## src/rtl/fetch_ctrl_pkg.sv

```systemverilog
// -----------------------------------------------------------------------------
// fetch_ctrl_pkg
// Shared definitions for the instruction-fetch controller and the PC-select
// mux that consumes pc_src.
//   state_t      : fetch FSM state encoding
//   PC_SRC_*     : next-PC select encodings driven on pc_src
// -----------------------------------------------------------------------------
package fetch_ctrl_pkg;

    typedef enum logic [1:0] {
        S_IDLE  = 2'd0,
        S_FETCH = 2'd1,
        S_HOLD  = 2'd2,
        S_DRAIN = 2'd3
    } state_t;

    localparam logic [1:0] PC_SRC_SEQ = 2'b00;  // PC + 4
    localparam logic [1:0] PC_SRC_BR  = 2'b01;  // branch target
    localparam logic [1:0] PC_SRC_JMP = 2'b10;  // jump target
    localparam logic [1:0] PC_SRC_EXC = 2'b11;  // exception vector

endpackage

```

## src/rtl/fetch_ctrl_if.sv

```systemverilog
// -----------------------------------------------------------------------------
// fetch_ctrl_if
// Handshake bundle between the fetch controller, instruction memory, decode
// and the PC register.
//   master : fetch_ctrl side  (drives imem_req, inst_valid, pc_src, pc_en, flush)
//   slave  : environment side (drives imem_ack, dec_ready, br_taken, jump, kill)
// -----------------------------------------------------------------------------
interface fetch_ctrl_if;

    logic       imem_req;
    logic       imem_ack;
    logic       inst_valid;
    logic       dec_ready;
    logic       br_taken;
    logic       jump;
    logic       kill;
    logic [1:0] pc_src;
    logic       pc_en;
    logic       flush;

    modport master (
        output imem_req, inst_valid, pc_src, pc_en, flush,
        input  imem_ack, dec_ready, br_taken, jump, kill
    );

    modport slave (
        input  imem_req, inst_valid, pc_src, pc_en, flush,
        output imem_ack, dec_ready, br_taken, jump, kill
    );

endinterface

```

## src/rtl/fetch_ctrl_wdt.sv

```systemverilog
// -----------------------------------------------------------------------------
// fetch_ctrl_wdt
// Watchdog for outstanding instruction-memory requests. Counts cycles while
// i_active, restarts on i_clear, and flags expiry on the TIMEOUT_CYCLES-th
// counted cycle.
// Ports:
//   Clk, Rst   : clock, synchronous active-high reset
//   i_active   : fetch FSM is waiting on imem_ack (FETCH/DRAIN)
//   i_clear    : restart the count (state entry or redirect)
//   o_expire   : limit reached this cycle
//   o_err      : sticky timeout flag, cleared only by Rst
// -----------------------------------------------------------------------------
module fetch_ctrl_wdt #(
    parameter int TIMEOUT_CYCLES = 16
) (
    input  logic Clk,
    input  logic Rst,
    input  logic i_active,
    input  logic i_clear,
    output logic o_expire,
    output logic o_err
);

    localparam int CNT_W = $clog2(TIMEOUT_CYCLES + 1);

    logic [CNT_W-1:0] r_cnt;
    logic             r_err;
    logic             w_expire;

    // Count k-1 is held during the k-th waiting cycle, so expiry lands on
    // cycle TIMEOUT_CYCLES itself.
    assign w_expire = !Rst && i_active && (r_cnt == CNT_W'(TIMEOUT_CYCLES - 1));

    always_ff @(posedge Clk) begin
        if (Rst) begin
            r_cnt <= '0;
            r_err <= 1'b0;
        end else begin
            if (i_clear)
                r_cnt <= '0;
            else if (i_active)
                r_cnt <= r_cnt + 1'b1;
            if (w_expire)
                r_err <= 1'b1;
        end
    end

    assign o_expire = w_expire;
    assign o_err    = r_err | w_expire;

endmodule

```

## src/rtl/fetch_ctrl.sv

```systemverilog
// -----------------------------------------------------------------------------
// fetch_ctrl
// Instruction-fetch sequencer: issues imem reads, holds the fetched
// instruction for decode, and steers the next-PC mux / PC load enable.
// Optional feature: define FETCH_CTRL_TIMEOUT_EN to add the fetch_ctrl_wdt
// watchdog and the timeout_err output.
// Ports:
//   Clk, Rst     : clock, synchronous active-high reset
//   bus (master) : imem_req/imem_ack, inst_valid/dec_ready, br_taken, jump,
//                  kill, pc_src, pc_en, flush
//   timeout_err  : sticky watchdog flag (FETCH_CTRL_TIMEOUT_EN only)
// imem_req and inst_valid decode the state register only; pc_en, pc_src and
// flush are combinational from state and inputs.
// -----------------------------------------------------------------------------
module fetch_ctrl
    import fetch_ctrl_pkg::*;
#(
    parameter int TIMEOUT_CYCLES = 16
) (
    input  logic         Clk,
    input  logic         Rst,
    fetch_ctrl_if.master bus
`ifdef FETCH_CTRL_TIMEOUT_EN
    ,
    output logic         timeout_err
`endif
);

    state_t     r_state;
    state_t     w_state_nxt;
    logic       w_redirect;
    logic       w_pc_en;
    logic [1:0] w_pc_src;
    logic       w_flush;
    logic       w_tmo;

`ifdef FETCH_CTRL_TIMEOUT_EN
    fetch_ctrl_wdt #(
        .TIMEOUT_CYCLES (TIMEOUT_CYCLES)
    ) u_wdt (
        .Clk      (Clk),
        .Rst      (Rst),
        .i_active ((r_state == S_FETCH) || (r_state == S_DRAIN)),
        .i_clear  ((w_state_nxt != r_state) || w_redirect),
        .o_expire (w_tmo),
        .o_err    (timeout_err)
    );
`else
    // The timeout limit only matters when the watchdog is built in.
    logic w_unused_timeout;
    assign w_unused_timeout = |TIMEOUT_CYCLES;
    assign w_tmo            = 1'b0;
`endif

    always_ff @(posedge Clk) begin
        if (Rst)
            r_state <= S_IDLE;
        else
            r_state <= w_state_nxt;
    end

    always_comb begin
        w_state_nxt = r_state;
        w_redirect  = 1'b0;
        w_pc_en     = 1'b0;
        w_pc_src    = PC_SRC_SEQ;
        w_flush     = 1'b0;

        case (r_state)
            S_IDLE: begin
                w_state_nxt = S_FETCH;
                w_redirect  = bus.kill;
            end
            S_FETCH: begin
                // A watchdog expiry redirects at once but stays in FETCH so
                // the request line is never dropped.
                if (w_tmo || (bus.kill && bus.imem_ack)) begin
                    w_redirect  = 1'b1;
                    w_state_nxt = S_FETCH;
                end else if (bus.kill) begin
                    w_state_nxt = S_DRAIN;
                end else if (bus.imem_ack) begin
                    w_state_nxt = S_HOLD;
                end
            end
            S_HOLD: begin
                if (bus.kill) begin
                    w_redirect  = 1'b1;
                    w_state_nxt = S_FETCH;
                end else if (bus.dec_ready) begin
                    w_pc_en     = 1'b1;
                    w_pc_src    = bus.jump     ? PC_SRC_JMP :
                                  bus.br_taken ? PC_SRC_BR  : PC_SRC_SEQ;
                    w_state_nxt = S_FETCH;
                end
            end
            S_DRAIN: begin
                // Further kills are already covered by the pending redirect.
                if (bus.imem_ack || w_tmo) begin
                    w_redirect  = 1'b1;
                    w_state_nxt = S_FETCH;
                end
            end
            default: w_state_nxt = S_IDLE;
        endcase

        if (w_redirect) begin
            w_pc_en  = 1'b1;
            w_pc_src = PC_SRC_EXC;
            w_flush  = 1'b1;
        end

        // Reset overrides any pulse in the cycle it is asserted.
        if (Rst) begin
            w_pc_en  = 1'b0;
            w_pc_src = PC_SRC_SEQ;
            w_flush  = 1'b0;
        end
    end

    assign bus.imem_req   = (r_state == S_FETCH) || (r_state == S_DRAIN);
    assign bus.inst_valid = (r_state == S_HOLD);
    assign bus.pc_en      = w_pc_en;
    assign bus.pc_src     = w_pc_src;
    assign bus.flush      = w_flush;

endmodule

```

## src/flat_wrapper.sv

```systemverilog
// flat-port wrapper written by rule: the top's interface ports become plain ports
module fetch_ctrl_flat import fetch_ctrl_pkg::*;
#(
    parameter int TIMEOUT_CYCLES = 16
)
  (Clk, Rst, bus_imem_req, bus_inst_valid, bus_pc_src, bus_pc_en, bus_flush, bus_imem_ack, bus_dec_ready, bus_br_taken, bus_jump, bus_kill);
  fetch_ctrl_if bus_i ();
  input  logic Clk;
  input  logic Rst;
  output wire logic [$bits(bus_i.imem_req)-1:0] bus_imem_req;
  output wire logic [$bits(bus_i.inst_valid)-1:0] bus_inst_valid;
  output wire logic [$bits(bus_i.pc_src)-1:0] bus_pc_src;
  output wire logic [$bits(bus_i.pc_en)-1:0] bus_pc_en;
  output wire logic [$bits(bus_i.flush)-1:0] bus_flush;
  input wire logic [$bits(bus_i.imem_ack)-1:0] bus_imem_ack;
  input wire logic [$bits(bus_i.dec_ready)-1:0] bus_dec_ready;
  input wire logic [$bits(bus_i.br_taken)-1:0] bus_br_taken;
  input wire logic [$bits(bus_i.jump)-1:0] bus_jump;
  input wire logic [$bits(bus_i.kill)-1:0] bus_kill;
  assign bus_imem_req = bus_i.imem_req;
  assign bus_inst_valid = bus_i.inst_valid;
  assign bus_pc_src = bus_i.pc_src;
  assign bus_pc_en = bus_i.pc_en;
  assign bus_flush = bus_i.flush;
  assign bus_i.imem_ack = bus_imem_ack;
  assign bus_i.dec_ready = bus_dec_ready;
  assign bus_i.br_taken = bus_br_taken;
  assign bus_i.jump = bus_jump;
  assign bus_i.kill = bus_kill;
  fetch_ctrl #(.TIMEOUT_CYCLES(TIMEOUT_CYCLES)) u_core (.Clk(Clk), .Rst(Rst), .bus(bus_i));
endmodule
```

## config.mk

```make
export PLATFORM = sky130hd
export DESIGN_NAME = fetch_ctrl_flat
export DESIGN_NICKNAME = d
export VERILOG_FILES = /design/src/rtl/fetch_ctrl_pkg.sv /design/src/rtl/fetch_ctrl_if.sv /design/src/rtl/fetch_ctrl_wdt.sv /design/src/rtl/fetch_ctrl.sv /design/src/flat_wrapper.sv
export SDC_FILE = /design/constraint.sdc
export NUM_CORES = 1
export LEC_CHECK = 0
export CAP_MARGIN = 15
export CORE_AREA = 5 5 42 44
export DETAILED_ROUTE_END_ITERATION = 6
export DIE_AREA = 0 0 47 49
export HOLD_SLACK_MARGIN = 0.15
export PLACE_DENSITY = 0.4
export SYNTH_ARGS = -nofsm -noshare
export SYNTH_HDL_FRONTEND = slang
export SYNTH_SLANG_ARGS = --single-unit
```

## constraint.sdc

```tcl
create_clock -name Clk -period 1.3 [get_ports Clk]
set_input_delay 0.26 -clock Clk [delete_from_list [all_inputs] [get_ports Clk]]
set_output_delay 0.26 -clock Clk [all_outputs]
set_load 0.01 [all_outputs]
```

# == Yosys cells after proc, flatten, opt, wreduce, memory -nomap -nowiden ==
# Index checks and enable logic that the tools add are counted.
# W data, S select, Z words.
# totals
reg_bits,2
in_bits,7
out_inout_bits,6
wordCells,36
# classes
eq_ne,6
muxes,25
reduce_logical,4
# op_table
operator,n
$mux W2,12
$mux W1,11
$pmux W2 S4,1
$eq A2 B2 Y1 const B,2
$ne A4 B3 Y1 const B,1
$pmux W1 S4,1
$ne A3 B1 Y1 const B,1
$reduce_and A3 Y1,1
$eq A2 B1 Y1 const B,1
$logic_not A2 Y1,1
$ne A2 B2 Y1 const B,1
$logic_and A1 B1 Y1,1
$logic_or A1 B1 Y1,1

# == Logic depth before layout (Yosys ltp) ==
# depth
depth_word,7
depth_mapped,3
ltp_nobuf,3

# == Worst setup path after synthesis ==
# Ideal clock, no wire load.
# synth_path
path_type,register to output
start,register u_core.r_state[0]
end,output bus_pc_src[1]
arrival_ps,1054
required_ps,1040
setup_slack_ps,-14
path_stages_with_launch,4
path_buffers,0
path_cell_list,dfxtp_1 > and2b_1 > a211oi_2 > o21a_1
# synth_via
elab_chain_cells,4
word_cells_on_any_way,8
classes_between,eq/ne (3); mux (4); reduce/logical (1)
# synth_rtl
element,line,text
from (decl),fetch_ctrl.sv:29,state_t r_state;
from (signal assigned),fetch_ctrl.sv:59,r_state <= w_state_nxt;
"$eq A2 B2 Y1, or another cell as far along",fetch_ctrl.sv:69,case (r_state)
$pmux W1 S4 or $mux W2 (tied branches),fetch_ctrl.sv:69,
$mux W2 *,fetch_ctrl.sv:107,if (w_redirect) begin
$mux W2 *,fetch_ctrl.sv:114,if (Rst) begin
to (decl),flat_wrapper.sv:12,output wire logic [$bits(bus_i.pc_src)-1:0] bus_pc_src;
# Mark *: on every way between the ends. The rest lies on a longest branch, timed or not.

# == Final worst setup path ==
# Ends and elaborated chain as after synthesis.

==> results.toml <==
[global_routing]
antenna_found_initial = 0
grt_start_max_net_pins = 6
global_route_wire_length_before_repair_mm = 1.08
globalRoute.totalOverflow = 0
vias_in_the_first_global_route = 275
global_route_total_usage_across_every_layer_pct = 6.54

[synth]
syn_nets = 31
post-synth-top-area-cell = "sky130_fd_sc_hd__dfxtp_1"
netlist_top_cells_area = "sky130_fd_sc_hd__dfxtp_1 (23%), sky130_fd_sc_hd__a21oi_1 (8.7%), sky130_fd_sc_hd__o21ai_0 (8.7%)"
synth-seq-cells = 2
count_of_different_cell_masters_after_synthesis = 16
ys_seq_area_share_pct = 23.2
synth_top_area_share_pct = 23.2
yosys_warnings = 0
synth.cell_area_sq_um = 173
postSynthAreaPerCell_sq_um = 7.19
number_of_standard_cells_after_synthesis = 24

[timing]
final-max-slew-violation-count = 0
report.final.setup_viol = 5
slew_of_the_pin_with_the_lowest_slew_margin_ps = 268
rsz0062_at_grt = "yes"
achievable-frequency_mhz = 678
totalNegativeSetupSlack_ps = -558
period_needed_ps = 1480
fin_worst_skew_ps = 3.66
post-route-worst-setup-slack_ps = -176
period_share_pct = 114
timing.final.hold_violations = 0
maxSlewHeadroom_pct = 82.1

[power_and_ir_drop]
ir_drop_uv = 278
power.density_nw_per_um2 = 798
cellLeakagePower_uw = 0.000180
totalPowerFinal_uw = 297

[worst_setup_path]
crit_chain = "and2b_2, a211oi_2, o21a_1, buf_2"
critical_path.reg2reg.endpoint = "u_core.r_state[1]"
cp-start-kind = "flop"
worst_r2r_startpoint = "u_core.r_state[0]"
cp_data_arrival_time_ps = 1220
worst-path-max-fanout = 5
worst_setup_path_end_kind = "primary output"
ff2ff_setup_slack_ps = 240
ff2ff_path_depth = 4
critical_path_class = "reg -> out"
critPathRequiredTime_ps = 1040
crit_path_top_delay_cell = "sky130_fd_sc_hd__dfxtp_2"
critical_path.max_stage_delay_ps = 330

[detailed_routing]
firstDrtPassIters = 4
antenna_left = 0
totalWireLength_microns = 613
via_density_per_instance = 4.19
drc = 0
wl_per_cell_microns = 9.89
num_vias = 260
first_iter_violations = 2

[final_layout]
reg_top3 = "u_core.r_state x2"
registers.top_by_ff_count = "u_core.r_state"
layout-drive-gt1-share_pct = 43.5
final_cells = 62
synthToLayoutAreaGrowth_pct = 115
final_layout_net_count = 55
fin_area_sq_um = 372
largest_register_ff_count = 2
num_antenna_cells = 0

[clocking]
clock_path_buffers = 2
tritoncts.num_buffers = 3
cts.sink_count = 2
cts_hold_repair.buffers = 0
clk_pin_slew_ps = 30
htreeDepth = 1
cts_tree = "built"
clk_latency_ps = 220
clock_tree.root_cell = "sky130_fd_sc_hd__clkbuf_4"

[die]
core_box_area_sq_um = 1400
floorplan.die.height_microns = 49
die-width_microns = 47
design.portCount = 13
row_count = 14
die_area_sq_um = 2300
floorplan.initialDensity_pct = 12.3

[placed_design]
placedCellCount = 58
placement.setup.worst_slack_ps = -798
place_hpwl_microns = 515
place_congestion = 0.701
buffer_ports.inserted = 12
cell_area_after_placement_sq_um = 362

[status]
status = "complete, but fails checks"
failing_checks = "setup timing"

[worst_hold_path]
min-delay-start = "Rst"
holdCritPathClass = "in -> reg"
cell_depth_of_the_worst_hold_path = 3
min_delay_worst_endpoint = "u_core.r_state[0]"

[job]
max_cap_violations = 0
==> timing repair <==
item	4_1_cts	5_1_grt
setup endpoints to repair	6	5
gates resized for setup	28	1
pin swaps	2	1
buffers inserted	1	0
==> stage by stage <==
step,hold slack [ps],util (%)
after global routing,579,26.5
final,541,26.5
after floorplan,329,-
after global placement,667,25.8
after detailed placement,651,25.8
after CTS,520,26.2
==> Yosys cell counts (all sizes together) <==
cell type  number
nor2            1
nor3b           1
dfxtp           2
nand4b          1
nor3            2
a21oi           3
inv             2
o21ai           4
a211oi          2
o21a            1
nand2b          1
and2b           2
nand3b          1
clkbuf          1
==> how the worst max path moves through the flow <==
stage                     to               from  slack (ps)  cells after the start
2_1_floorplan  bus_pc_src[1]  u_core.r_state[0]          20                      3
3_3_place_gp   bus_pc_src[1]       bus_imem_ack        -770                      5
3_5_place_dp   bus_pc_src[1]       bus_imem_ack        -800                      5
4_1_cts        bus_pc_src[1]  u_core.r_state[0]        -250                      4
5_1_grt        bus_pc_src[1]  u_core.r_state[0]        -260                      4
6_report       bus_pc_src[1]  u_core.r_state[0]        -180                      4
==> placed cells by master, fill, tap and decap left out <==
master,count
sky130_fd_sc_hd__and2b_1,1
sky130_fd_sc_hd__and2b_2,1
sky130_fd_sc_hd__buf_4,8
sky130_fd_sc_hd__o21ai_0,3
sky130_fd_sc_hd__dfxtp_1,1
sky130_fd_sc_hd__buf_2,4
sky130_fd_sc_hd__nor2_1,1
sky130_fd_sc_hd__inv_1,2
sky130_fd_sc_hd__nor3b_1,1
sky130_fd_sc_hd__clkdlybuf4s15_2,1
sky130_fd_sc_hd__a211oi_2,1
sky130_fd_sc_hd__nor3_1,1
sky130_fd_sc_hd__o21a_1,1
sky130_fd_sc_hd__a211oi_1,1
sky130_fd_sc_hd__dlygate4sd2_1,7
sky130_fd_sc_hd__dfxtp_2,1
sky130_fd_sc_hd__nand2b_1,1
sky130_fd_sc_hd__clkbuf_4,3
sky130_fd_sc_hd__nor3_2,1
sky130_fd_sc_hd__nand4b_1,1
sky130_fd_sc_hd__nand3b_1,1
sky130_fd_sc_hd__o21ai_1,1
sky130_fd_sc_hd__a21oi_1,3
==> critical path: cells and delay by family (launching register included) <==
family / cells / cell delay [ps]
flip-flops: 1 / 330
AND/OR/NAND/NOR: 1 / 230
buffers and inverters: 1 / 120
AO/OA/AOI/OAI: 2 / 310
==> layer usage <==
metal / vias to the layer above / share of wire [%] / global-route usage [%]
li1: 134 / - / -
met1: 115 / 44 / 7.22
met2: 11 / 45 / 9.50
met3: 0 / 11 / 4.43
met4: 0 / 0 / 2.76
met5: - / 0 / 0
==> cells by family after synthesis <==
kind of cell	after synthesis	share of synthesized area [%]
compound gates	10	36.2
simple gates	9	34.1
buf+inv	3	6.52
flops	2	23.2
==> power by group <==
group / switching (uW) / total, uW / internal (uW)
logic: 37.5 / 86.5 / 49.0
clock network: 36.2 / 138 / 102
registers: 5.36 / 71.8 / 66.5
==> area by class of cell <==
type	instances	area, sq um
Fill cell	168	1030
Timing Repair Buffer	20	153
Clock buffer	3	22.5
Inverter	2	7.51
Tap cell	16	20.0
Multi-Input combinational cell	19	128
Sequential cell	2	41.3
Note: power is estimated with default switching activity, not from simulation.
